<file path="src/rtl/pwm_drv.sv">
// pwm_drv: 12-bit PWM driver with shadowed duty loading and complementary gate drives.
// Define PWM_DEADTIME_EN to build the dead-time FSM; otherwise the gates follow raw directly.
module pwm_drv #(
    parameter int unsigned DEAD_CYC = 32
) (
    input  logic        clk,
    input  logic        rst,
    input  logic [11:0] drv_duty,
    input  logic        duty_vld,
    input  logic        en,
    output logic        PWM_hi,
    output logic        PWM_lo,
    output logic        cycle_start,
    output logic [11:0] duty_act
);

    localparam logic [11:0] CNT_MAX = 12'hFFF;

    if (DEAD_CYC < 1 || DEAD_CYC > 255) begin : g_dead_range
        $error("pwm_drv: DEAD_CYC must be in 1..255");
    end

    logic [11:0] cnt;
    logic [11:0] shadow;
    logic        pending;
    logic        raw;
    logic        period_end;

    assign period_end  = en && (cnt == CNT_MAX);
    assign cycle_start = en && !rst && (cnt == 12'd0);

    always_ff @(posedge clk) begin
        if (rst) begin
            cnt <= '0;
        end else if (en) begin
            cnt <= cnt + 12'd1;
        end else begin
            cnt <= '0;
        end
    end

    // A request arriving on the last clock of a period bypasses the shadow and lands directly.
    always_ff @(posedge clk) begin
        if (rst) begin
            shadow   <= '0;
            pending  <= 1'b0;
            duty_act <= '0;
        end else begin
            if (duty_vld) begin
                shadow <= drv_duty;
            end
            if (period_end) begin
                if (duty_vld) begin
                    duty_act <= drv_duty;
                end else if (pending) begin
                    duty_act <= shadow;
                end
                pending <= 1'b0;
            end else if (!en && pending) begin
                duty_act <= shadow;
                pending  <= duty_vld;
            end else if (duty_vld) begin
                pending <= 1'b1;
            end
        end
    end

    always_ff @(posedge clk) begin
        if (rst) begin
            raw <= 1'b0;
        end else begin
            raw <= (cnt < duty_act);
        end
    end

`ifdef PWM_DEADTIME_EN
    typedef enum logic [2:0] {
        IDLE,
        LO,
        DEAD_TO_HI,
        HI,
        DEAD_TO_LO
    } state_t;

    localparam logic [7:0] DEAD_LAST = 8'(DEAD_CYC - 1);

    state_t     state;
    logic [7:0] dead_cnt;

    // Outputs are registered alongside the state so each gate equals its state's drive.
    always_ff @(posedge clk) begin
        if (rst || !en) begin
            state    <= IDLE;
            dead_cnt <= '0;
            PWM_hi   <= 1'b0;
            PWM_lo   <= 1'b0;
        end else begin
            case (state)
                IDLE: begin
                    state    <= DEAD_TO_LO;
                    dead_cnt <= '0;
                    PWM_hi   <= 1'b0;
                    PWM_lo   <= 1'b0;
                end
                LO: begin
                    if (raw) begin
                        state    <= DEAD_TO_HI;
                        dead_cnt <= '0;
                        PWM_lo   <= 1'b0;
                    end
                end
                DEAD_TO_HI: begin
                    if (!raw) begin
                        state  <= LO;
                        PWM_lo <= 1'b1;
                    end else if (dead_cnt >= DEAD_LAST) begin
                        state  <= HI;
                        PWM_hi <= 1'b1;
                    end else begin
                        dead_cnt <= dead_cnt + 8'd1;
                    end
                end
                HI: begin
                    if (!raw) begin
                        state    <= DEAD_TO_LO;
                        dead_cnt <= '0;
                        PWM_hi   <= 1'b0;
                    end
                end
                DEAD_TO_LO: begin
                    if (raw) begin
                        state  <= HI;
                        PWM_hi <= 1'b1;
                    end else if (dead_cnt >= DEAD_LAST) begin
                        state  <= LO;
                        PWM_lo <= 1'b1;
                    end else begin
                        dead_cnt <= dead_cnt + 8'd1;
                    end
                end
                default: begin
                    state    <= IDLE;
                    dead_cnt <= '0;
                    PWM_hi   <= 1'b0;
                    PWM_lo   <= 1'b0;
                end
            endcase
        end
    end
`else
    always_ff @(posedge clk) begin
        if (rst) begin
            PWM_hi <= 1'b0;
            PWM_lo <= 1'b0;
        end else begin
            PWM_hi <= en && raw;
            PWM_lo <= en && !raw;
        end
    end
`endif

endmodule

</file>
<file path="config.mk">
export PLATFORM = sky130hd
export DESIGN_NAME = pwm_drv
export DESIGN_NICKNAME = d
export VERILOG_FILES = /design/src/rtl/pwm_drv.sv
export SDC_FILE = /design/constraint.sdc
export NUM_CORES = 1
export LEC_CHECK = 0
export ABC_AREA = 1
export BUFFER_PORTS_ARGS = -buffer_cell sky130_fd_sc_hd__buf_4
export CAP_MARGIN = 20
export CORE_MARGIN = 1
export CORE_UTILIZATION = 41
export DETAILED_ROUTE_END_ITERATION = 6
export PLACE_DENSITY = 0.7
export RECOVER_POWER = 100
export SLEW_MARGIN = 20
export SYNTH_ARGS = -nofsm -noshare
export SYNTH_HDL_FRONTEND = slang
export SYNTH_SLANG_ARGS = --single-unit
</file>
<file path="constraint.sdc">
create_clock -name clk -period 1.8 [get_ports clk]
set_clock_uncertainty 0.15 [all_clocks]
set_input_delay 0.54 -clock clk [delete_from_list [all_inputs] [get_ports clk]]
set_output_delay 0.54 -clock clk [all_outputs]
set_load 0.005 [all_outputs]
</file>
==> results of run 1 <==
[routing by layer]
layer / GRT usage / vias up / share of wire
met4: 0.05769 / 0 / 0.012
met5: 0 / - / 0
met2: 0.2987 / 52 / 0.47
li1: - / 983 / -
met3: 0.04115 / 5 / 0.062
met1: 0.2352 / 817 / 0.45
[power breakdown]
| group | internal, mW | switching, mW | total (mW) | leakage, nW |
|---|---|---|---|---|
| Sequential | 0.925 | 0.0201 | 0.945 | 0.328 |
| Combinational | 0.120 | 0.131 | 0.251 | 0.845 |
| Clock | 0.312 | 0.315 | 0.627 | 0.0445 |
| Total | 1.36 | 0.466 | 1.82 | 1.22 |
[repair_timing]
action | in CTS | in global routing
setup buffers | 3 | 5
pin swaps | 5 | 5
resized for setup | 9 | 14
cloned | 0 | 3
endpoints found under the setup margin | 1 | 13
[registers in the layout, indices dropped and copies added, names as in the netlist]
register,count
shadow,12
cnt,12
PWM_hi,1
duty_act,12
PWM_lo,1
raw,1
pending,1
[cells in the mapped netlist (2+ instances only)]
library cell / instances / share of area
a21oi_1: 13 / 0.031
buf_6: 4 / 0.022
clkbuf_1: 4 / 0.0072
dfxtp_1: 40 / 0.38
ha_1: 13 / 0.078
inv_1: 29 / 0.052
mux2i_1: 11 / 0.053
nand2_1: 46 / 0.082
nand2_2: 4 / 0.012
nand3_1: 17 / 0.041
nand4_1: 4 / 0.012
nor2_1: 45 / 0.081
nor2_2: 6 / 0.018
nor2_4: 2 / 0.011
nor4_1: 2 / 0.0060
o21ai_0: 8 / 0.019
o21ai_1: 8 / 0.019
o21ai_2: 3 / 0.013
[kinds of logic (layout without fill, tap and decap cells)]
| logic type | Yosys count | count (layout) | synth area share |
|---|---|---|---|
| muxes | 11 | 11 | 0.05257 |
| adders and majority gates | 13 | 13 | 0.07766 |
| buffers and inverters | 40 | 88 | 0.09198 |
| DFF | 40 | 40 | 0.3823 |
| and+or+nand+nor | 131 | 133 | 0.2975 |
| AOI/OAI and AO/OA | 35 | 35 | 0.09379 |
| xor gates and xnor gates | 1 | 1 | 0.004182 |
[cell type report]
cell class                 instances  area share
sequential                        40      0.3028
clock buffer                       7     0.03255
multi-input combinational        193      0.4425
clock inverter                     1    0.002830
inverter                          30     0.04528
tap                               67     0.03160
timing repair buffer              50      0.1425
[final timing paths]
path	startpoint	to	cells past startpoint
min	raw	PWM_lo	1
max	en	cycle_start	6
max reg2reg	cnt[1]	duty_act[5]	10
min reg2reg	raw	PWM_lo	1
[metrics by stage]
step                        util  cells  TNS [ns]  cell area [µm²]  hold slack (ns)
after CTS                 0.5335    380   -0.1468             2570           0.2699
final                     0.5506    388   -0.5379             2653           0.2705
after floorplan                -    271         0             2102           0.2429
after global placement    0.5052    370  -0.04375             2434           0.2592
after global routing      0.5506    388    -2.476             2653           0.2815
after detailed placement  0.5052    370  -0.05643             2434           0.2590
==> impl_results.md, run 1 <==
- Global-route wire length before repair: 7293 µm
- Final Max Tran Viols: 0
- Clock root buffer: clkbuf_8
- Remaining global-route overflow: 0
- CP Capture Type: output port
- H-Tree Depth: 2
- FF+latch area: roughly 800 µm²
- Period minus WS final: just under 2 ns
- Leak: 1.217 nW
- I/O Pins: 31
- CP bufs+invs: 3
- Violated checks: setup timing
- CTS tree: built
- Delay-heaviest family, CP: simple AND/OR/NAND/NOR gates
- Library cells used by synthesis: 30
- Area Growth Syn to Fin: 26.64%
- Die Area: 0.005399 mm²
- FFs w/ async S/R, synth: 0
- Worst path arrival time: between 1 and 1.5 ns
- Via count: 1,857
- Number of max-cap violations: 0
- Seq cells post-synth: 40
- Mean post-synth cell area: ~7.7 µm²
- Syn Inst Count: approximately 270
- Drt wl/cell: between 10 and 15 µm
- Initial antenna violation count: 0
- Detailed Routing Iterations Pass 1: 4
- Worst rel slew slack: 0.4616
- GP Congestion: between 0.8 and 0.9
- Clk_lat worst skew: roughly 0.29 ns
- Max VDD drop: 431.9 µV
- Reg2reg setup slack: -0.05 ns
- FMAX: about 520 MHz
- Clock buffer depth: 2
- Worst-path cell chain: buf_4 -> inv_1 -> nor2_1 -> nand4_1 -> nor2_1 -> buf_4
- HP Class: reg2reg
- Final hold violations: 0
- Worst setup margin: -0.1362 ns
- Final setup violation count: 12
- Syn nets: 300
- Fill cells: just under 500
- Largest net degree at the start of global routing: 25
- Worst-Margin Slew: 0.8076 ns
- Post-synth EDFFs: 0
- Outcome: finished with violations
- Routed Antenna Nets: 0
- Clock transition at path regs: ~0.070 ns
- Vias/cell: roughly 4.8
- Startpoint types: input port
- # rows: 25
- Ys flop type: dfxtp_1
- Power Density: approximately 690 mW/mm²
- DP Worst Slack: -0.05643 ns
- Clock sinks: 40
- Initial Util: 0.4348
- Crit path largest cell delay: ~0.20 ns
- TritonCTS Buffers: 5
- Critical Path Fanout Max: 3
- Most frequent cells in the layout: nand2_1 (46), nor2_1 (43), dfxtp_1 (38)
- Area occupied by multi-input gates: 0.001174 mm²
- Vias in the first global route: 1,586
- Placed wire-length estimate: about 3300 µm
- Post-CTS Hold Buffers: 0
- Slowest cell on crit path: nor2_1
- Share of cells above drive strength 1: 0.2586
- PortBufs: 30
- Seq/Total Area, Yosys: 0.3823
- Total core area: between 0.004 and 0.005 mm²
- Leading cell type in the layout, fill and taps excluded: nand2_1
- Worst Path Required: around 1.1 ns
- Overall Global Routing Usage: 0.1816
- Detailed-route wire length: 4850 µm
- Die Wd: ~73 µm
- Die height: ~73 µm
- Critical path type: in2out
- Tcrit/Tclk final: 1.076
- Antenna cells: 0
- Unrepaired setup endpoints after global routing: true
- Final #Nets: around 350
- Netlist Area Pre-Place: between 0.002 and 0.0025 mm²
- Yosys warnings: 0
- Power Total: about 1.8 mW
- Starting DRT DRC Count: 95
- Drt drc: 0
Note: power is estimated with default switching activity, not from simulation.
==> inputs of run 2 (changes only) <==
--- a/config.mk
+++ b/config.mk
@@ -9,10 +9,11 @@
 export BUFFER_PORTS_ARGS = -buffer_cell sky130_fd_sc_hd__buf_4
 export CAP_MARGIN = 20
 export CORE_MARGIN = 1
-export CORE_UTILIZATION = 41
+export CORE_UTILIZATION = 35
 export DETAILED_ROUTE_END_ITERATION = 6
-export PLACE_DENSITY = 0.7
+export PLACE_DENSITY = 0.62
 export RECOVER_POWER = 100
+export SKIP_LAST_GASP = 1
 export SLEW_MARGIN = 20
 export SYNTH_ARGS = -nofsm -noshare
 export SYNTH_HDL_FRONTEND = slang
==> run 2 against run 1 <==
Compared with the run above: the run still ends with setup timing left; via count fell by 2.1%; sequential cell count did not move; die area rose by 17%; global-route usage fell by 2.4 points; register-to-register slack improved by 0.18 ns; cell count did not move; largest cell class unchanged.
==> impl_results.md, run 2 (synthesized netlist as in run 1, its figures left out) <==
- Startpoint types: flip-flop
- Worst-Margin Slew: roughly 0.77 ns
- Psw: 0.4466 mW
- Share of cells above drive strength 1: 0.2342
- Initial antenna violation count: 0
- Largest net degree at the start of global routing: 18
- Min-Delay Endpoint: PWM_lo
- Worst setup margin: -0.1421 ns
- PortBufs: 30
- Worst reg2reg startpoint: cnt[2]
- Final #Nets: about 340
- CP Capture Type: output port
- # rows: 27
- Dpl cells: 378
- Detailed-route wire length: ~4500 µm
- Outcome: finished with violations
- Critical Path Fanout Max: 4
- CTS tree: built
- Placed wire-length estimate: between 3000 and 4000 µm
- Unrepaired setup endpoints after global routing: true
- Leading cell type in the layout, fill and taps excluded: nand2_1
- TritonCTS Buffers: 5
- FMAX: approximately 510 MHz
- Total core area: roughly 0.0056 mm²
- Most frequent cells in the layout: nand2_1 (46), nor2_1 (44), dfxtp_1 (37)
- HP Class: reg2reg
- Reg2reg setup slack: ~0.13 ns
- Pint: around 1.4 mW
- Via count: ~1,800
- H-Tree Depth: 2
- Worst path arrival time: roughly 1.3 ns
- Final Non-Filler Cells: between 300 and 400
- Drt drc: 0
- Critical path type: reg2out
- Global-route wire length before repair: between 7000 and 8000 µm
- Switching share of power: 0.2355
- Violated checks: setup timing
- GP Congestion: ~0.82
- Reg2Reg Depth: 9
- Max VDD drop: between 400 and 500 µV
- Final Max Tran Viols: 0
- Die height: a little under 80 µm
- Period minus WS final: 1.942 ns
- Remaining global-route overflow: 0
- Power Density: 730.4 mW/mm²
- Die Wd: around 79 µm
- Leak: about 1.2 nW
- Fill cells: between 500 and 600
- Worst hold path depth: 1
- Vias in the first global route: between 1,500 and 2,000
- Starting DRT DRC Count: 45
- Hold Startpoint: raw
- Initial Util: 0.3713
- Worst Path Required: approximately 1.1 ns
- Tcrit/Tclk final: 1.079
- Antenna cells: 0
- Clock transition at path regs: approximately 0.070 ns
- Biggest regs: cnt: 12 flops, duty_act: 12 flops, shadow: 12 flops
- Post-CTS Hold Buffers: 0
- Worst rel slew slack: 0.4834
- Clk_lat worst skew: around 0.28 ns
- Clock buffer depth: 2
- Drt wl/cell: roughly 12 µm
- Number of max-cap violations: 0
- Die Area: roughly 0.0063 mm²
- Final hold violations: 0
- Detailed Routing Iterations Pass 1: 4
- Area Growth Syn to Fin: 23.95%
- Clock sinks: 40
- Clk pwr share: 0.374
- Clock root buffer: clkbuf_8
- Final setup violation count: 4
- I/O Pins: 31
- R2r endpoint: duty_act[1]
- Overall Global Routing Usage: 0.1574
- Flop pwr share: 0.498
- Comb power frac: 0.128
- Routed Antenna Nets: 0
- Vias/cell: 4.686
- Post-layout util: 0.4602
==> run 2: layer usage <==
metal / share of wire / global-route usage
met5: 0 / 0
met4: 0.0078 / 0.06000
met3: 0.037 / 0.03218
met2: 0.46 / 0.2397
met1: 0.49 / 0.2167
==> run 2: power groups by stage <==
stage | registers (mW) | clock network, mW | logic, mW
after global placement | 0.965 | 0 | 0.249
after CTS | 0.946 | 0.736 | 0.255
after floorplan | 0.964 | 0 | 0.155
final | 0.944 | 0.710 | 0.243
after global routing | 0.947 | 0.775 | 0.277
after detailed placement | 0.966 | 0 | 0.253
==> run 2: area by class of cell <==
type | count | area (µm²) | share of cell area
timing repair buffer | 47 | 355.3 | 0.1369
tap | 72 | 90.09 | 0.03470
sequential | 40 | 807.0 | 0.3108
inverter | 30 | 112.6 | 0.04337
clock buffer | 6 | 72.57 | 0.02795
clock inverter | 2 | 35.03 | 0.01349
multi-input combinational | 191 | 1124 | 0.4328
==> run 2: what timing repair did <==
| action | in CTS | in global routing |
|---|---|---|
| endpoints found under the hold margin | 0 | 0 |
| pin swaps | 1 | 3 |
| endpoints found under the setup margin | 1 | 1 |
| buffers inserted | 0 | 2 |
| resized for setup | 1 | 5 |
==> run 2: how the worst max path moves through the flow <==
stage                       from          end
after floorplan              rst  cycle_start
after global placement        en  cycle_start
after detailed placement      en  cycle_start
after CTS                 cnt[2]  cycle_start
after global routing      cnt[2]  cycle_start
final                     cnt[2]  cycle_start
==> run 2: worst max-delay path: stages, from the launching register on <==
cell	delay [ns]
dfxtp_4	0.36
nor4_4	0.23
nand4_1	0.13
nor2_1	0.12
buf_4	0.11
==> run 2: through the flow <==
stage | hold WS (ns) | setup WS, ns | TNS, ns | instance area (µm²) | total power, mW
3_3_place_gp | 0.2799 | -0.01913 | -0.01913 | 2475 | 1.215
5_1_grt | 0.3172 | -0.2188 | -1.703 | 2596 | 1.999
2_1_floorplan | 0.2429 | 0.02319 | 0 | 2102 | 1.119
3_5_place_dp | 0.2728 | -0.02700 | -0.02700 | 2475 | 1.220
4_1_cts | 0.2990 | -0.1691 | -0.1691 | 2584 | 1.937
6_report | 0.2945 | -0.1421 | -0.2388 | 2596 | 1.896
==> inputs of run 3 (changes only) <==
--- a/config.mk
+++ b/config.mk
@@ -11,6 +11,7 @@
 export CORE_MARGIN = 1
 export CORE_UTILIZATION = 35
 export DETAILED_ROUTE_END_ITERATION = 6
+export GPL_ROUTABILITY_DRIVEN = 0
 export PLACE_DENSITY = 0.62
 export RECOVER_POWER = 100
 export SKIP_LAST_GASP = 1
==> constraint.sdc (replaced) <==
create_clock -name clk -period 1.8 [get_ports clk]
set_clock_uncertainty 0.15 [all_clocks]
set_input_delay 0.45 -clock clk [delete_from_list [all_inputs] [get_ports clk]]
set_output_delay 0.45 -clock clk [all_outputs]
set_load 0.005 [all_outputs]
==> run 3 against run 2 <==
Compared with the run above: the flow still finishes with violations (setup timing); sequential cell count is the same; critical path type unchanged; sequential power fell by 0.4%; first-iteration DRC count rose by 130%; routed wire length increased by 8.5%; sequential share of layout area fell by 0.79 points; combinational power grew 2%; via count increased by 4.1%; global-route usage shrank 0.26 points; critical path depth unchanged; cell count increased by 0.26%; count of clock-buffer cells in the layout up 1; fmax grew 4.8%.
==> impl_results.md, run 3 (synthesized netlist as in run 1, its figures left out) <==
- M3 GR Usage: 0.03218
- Initial antenna violation count: 0
- Detailed Routing Iterations Pass 1: 4
- I/O Pins: 31
- Outcome: finished with violations
- Global route hottest layer: met2
- CTS tree: built
- Global-route wire length before repair: 7534 µm
- Worst rel slew slack: 0.4991
- Crit path largest cell delay: between 0.3 and 0.4 ns
- Critical Path Fanout Max: 3
- Post-layout util: 0.4788
- Worst setup margin: -0.05255 ns
- Clock transition at path regs: about 0.070 ns
- Post-CTS Hold Buffers: 0
- Antenna cells: 0
- Global Route met1 Usage: 0.1965
- Share of cells above drive strength 1: 0.2681
- Biggest regs: cnt: 12 flops, duty_act: 12 flops, shadow: 12 flops
- TritonCTS Buffers: 5
- Starting DRT DRC Count: 102
- Leak: 1.198 nW
- Routed Antenna Nets: 0
- Period minus WS final: 1.853 ns
- Clock root buffer: clkbuf_8
- Tcrit/Tclk final: 1.029
- Most frequent cells in the layout: nand2_1 (46), nor2_1 (44), dfxtp_1 (34)
- Via count: between 1,500 and 2,000
- Detailed-route wire length: about 4900 µm
- Area Growth Syn to Fin: 28.97%
- Drt wl/cell: ~13 µm
- Final #Nets: approximately 350
- TNS Setup: -0.05255 ns
- Largest net degree at the start of global routing: 25
- FMAX: between 500 and 600 MHz
- Unrepaired setup endpoints after global routing: true
- CP Capture Type: output port
- H-Tree Depth: 2
- # rows: 27
- Number of max-cap violations: 0
- Clk_lat worst skew: 0.29 ns
- Die Wd: between 70 and 80 µm
- Vias in the first global route: roughly 1,600
- Hold WS: between 0.2 and 0.3 ns
- HP Class: in2reg
- Final hold violations: 0
- Die Area: 0.006298 mm²
- CP bufs+invs: 1
- Drt drc: 0
- Total core area: between 0.005 and 0.006 mm²
- Placed wire-length estimate: 3419 µm
- Power Density: about 740 mW/mm²
- Worst-path cell chain: nor4_4 -> nand4_1 -> nor2_1 -> buf_4
- Die height: roughly 80 µm
- Final setup violation count: 1
- Clock buffer depth: 2
- GR Util met2: 0.2560
- Worst-Margin Slew: about 0.75 ns
- Vias/cell: just under 5
- Clock sinks: 40
- Slowest cell on crit path: dfxtp_4
- PortBufs: 30
- Final Max Tran Viols: 0
- Overall Global Routing Usage: 0.1547
- Violated checks: setup timing
- Leading cell type in the layout, fill and taps excluded: nand2_1
- Reg2reg setup slack: roughly 0.050 ns
- Remaining global-route overflow: 0
- Worst path arrival time: roughly 1.3 ns
- Max VDD drop: roughly 470 µV
- Worst Path Required: about 1.2 ns
- Critical path type: reg2out
- Startpoint types: flip-flop
- Initial Util: 0.3713
- Delay-heaviest family, CP: simple AND/OR/NAND/NOR gates
-- run 3: path summary, 6_finish.rpt --
kind	start	endpoint	cells past startpoint
hold reg to reg	raw	PWM_lo	1
setup / recovery	cnt[6]	cycle_start	4
hold / removal	en	PWM_hi	3
setup reg to reg	cnt[0]	duty_act[2]	9
-- run 3: layer usage --
metal	vias to the layer above	part of all wire	routed length (µm)
met5	-	0	0
met4	0	0.017	85
met3	10	0.042	206
met1	867	0.47	2283
met2	38	0.47	2294
li1	977	-	-
-- run 3: worst min-delay path, stage by stage --
cell and delay [ns]:
buf_4 0.13, nand2_1 0.05, nor2_1 0.04
-- run 3: where the power goes --
group,switching [mW],internal (mW)
Combinational,0.131,0.118
Sequential,0.0203,0.920
Clock,0.308,0.489
Total,0.459,1.53
-- run 3: layout make-up --
| class | instances | area (µm²) |
|---|---|---|
| clock buffers | 7 | 96.34 |
| repair buffers | 46 | 387.9 |
| multi-input cells | 193 | 1161 |
| fillers | 552 | 2940 |
| inverters | 30 | 117.6 |
| flip-flops and latches | 40 | 818.3 |
| well taps | 72 | 90.09 |
| clock inverters | 1 | 30.03 |
-- run 3: per-stage QoR --
| step | area (µm²) | std cells | setup WS [ns] | power, mW |
|---|---|---|---|---|
| 4_1_cts | 2565 | 380 | -0.1047 | 2.017 |
| 2_1_floorplan | 2095 | 271 | 0.04694 | 1.117 |
| 6_report | 2701 | 389 | -0.05255 | 1.986 |
| 3_3_place_gp | 2410 | 372 | 0.04071 | 1.209 |
| 5_1_grt | 2701 | 389 | -0.1277 | 2.075 |
| 3_5_place_dp | 2410 | 372 | 0.03167 | 1.213 |
-- run 3: repair_timing --
item / 4_1_cts / 5_1_grt
gates resized for setup: 11 / 15
setup endpoints to repair: 1 / 13
setup buffers: 1 / 6
pin swaps: 4 / 7
cloned: 0 / 3
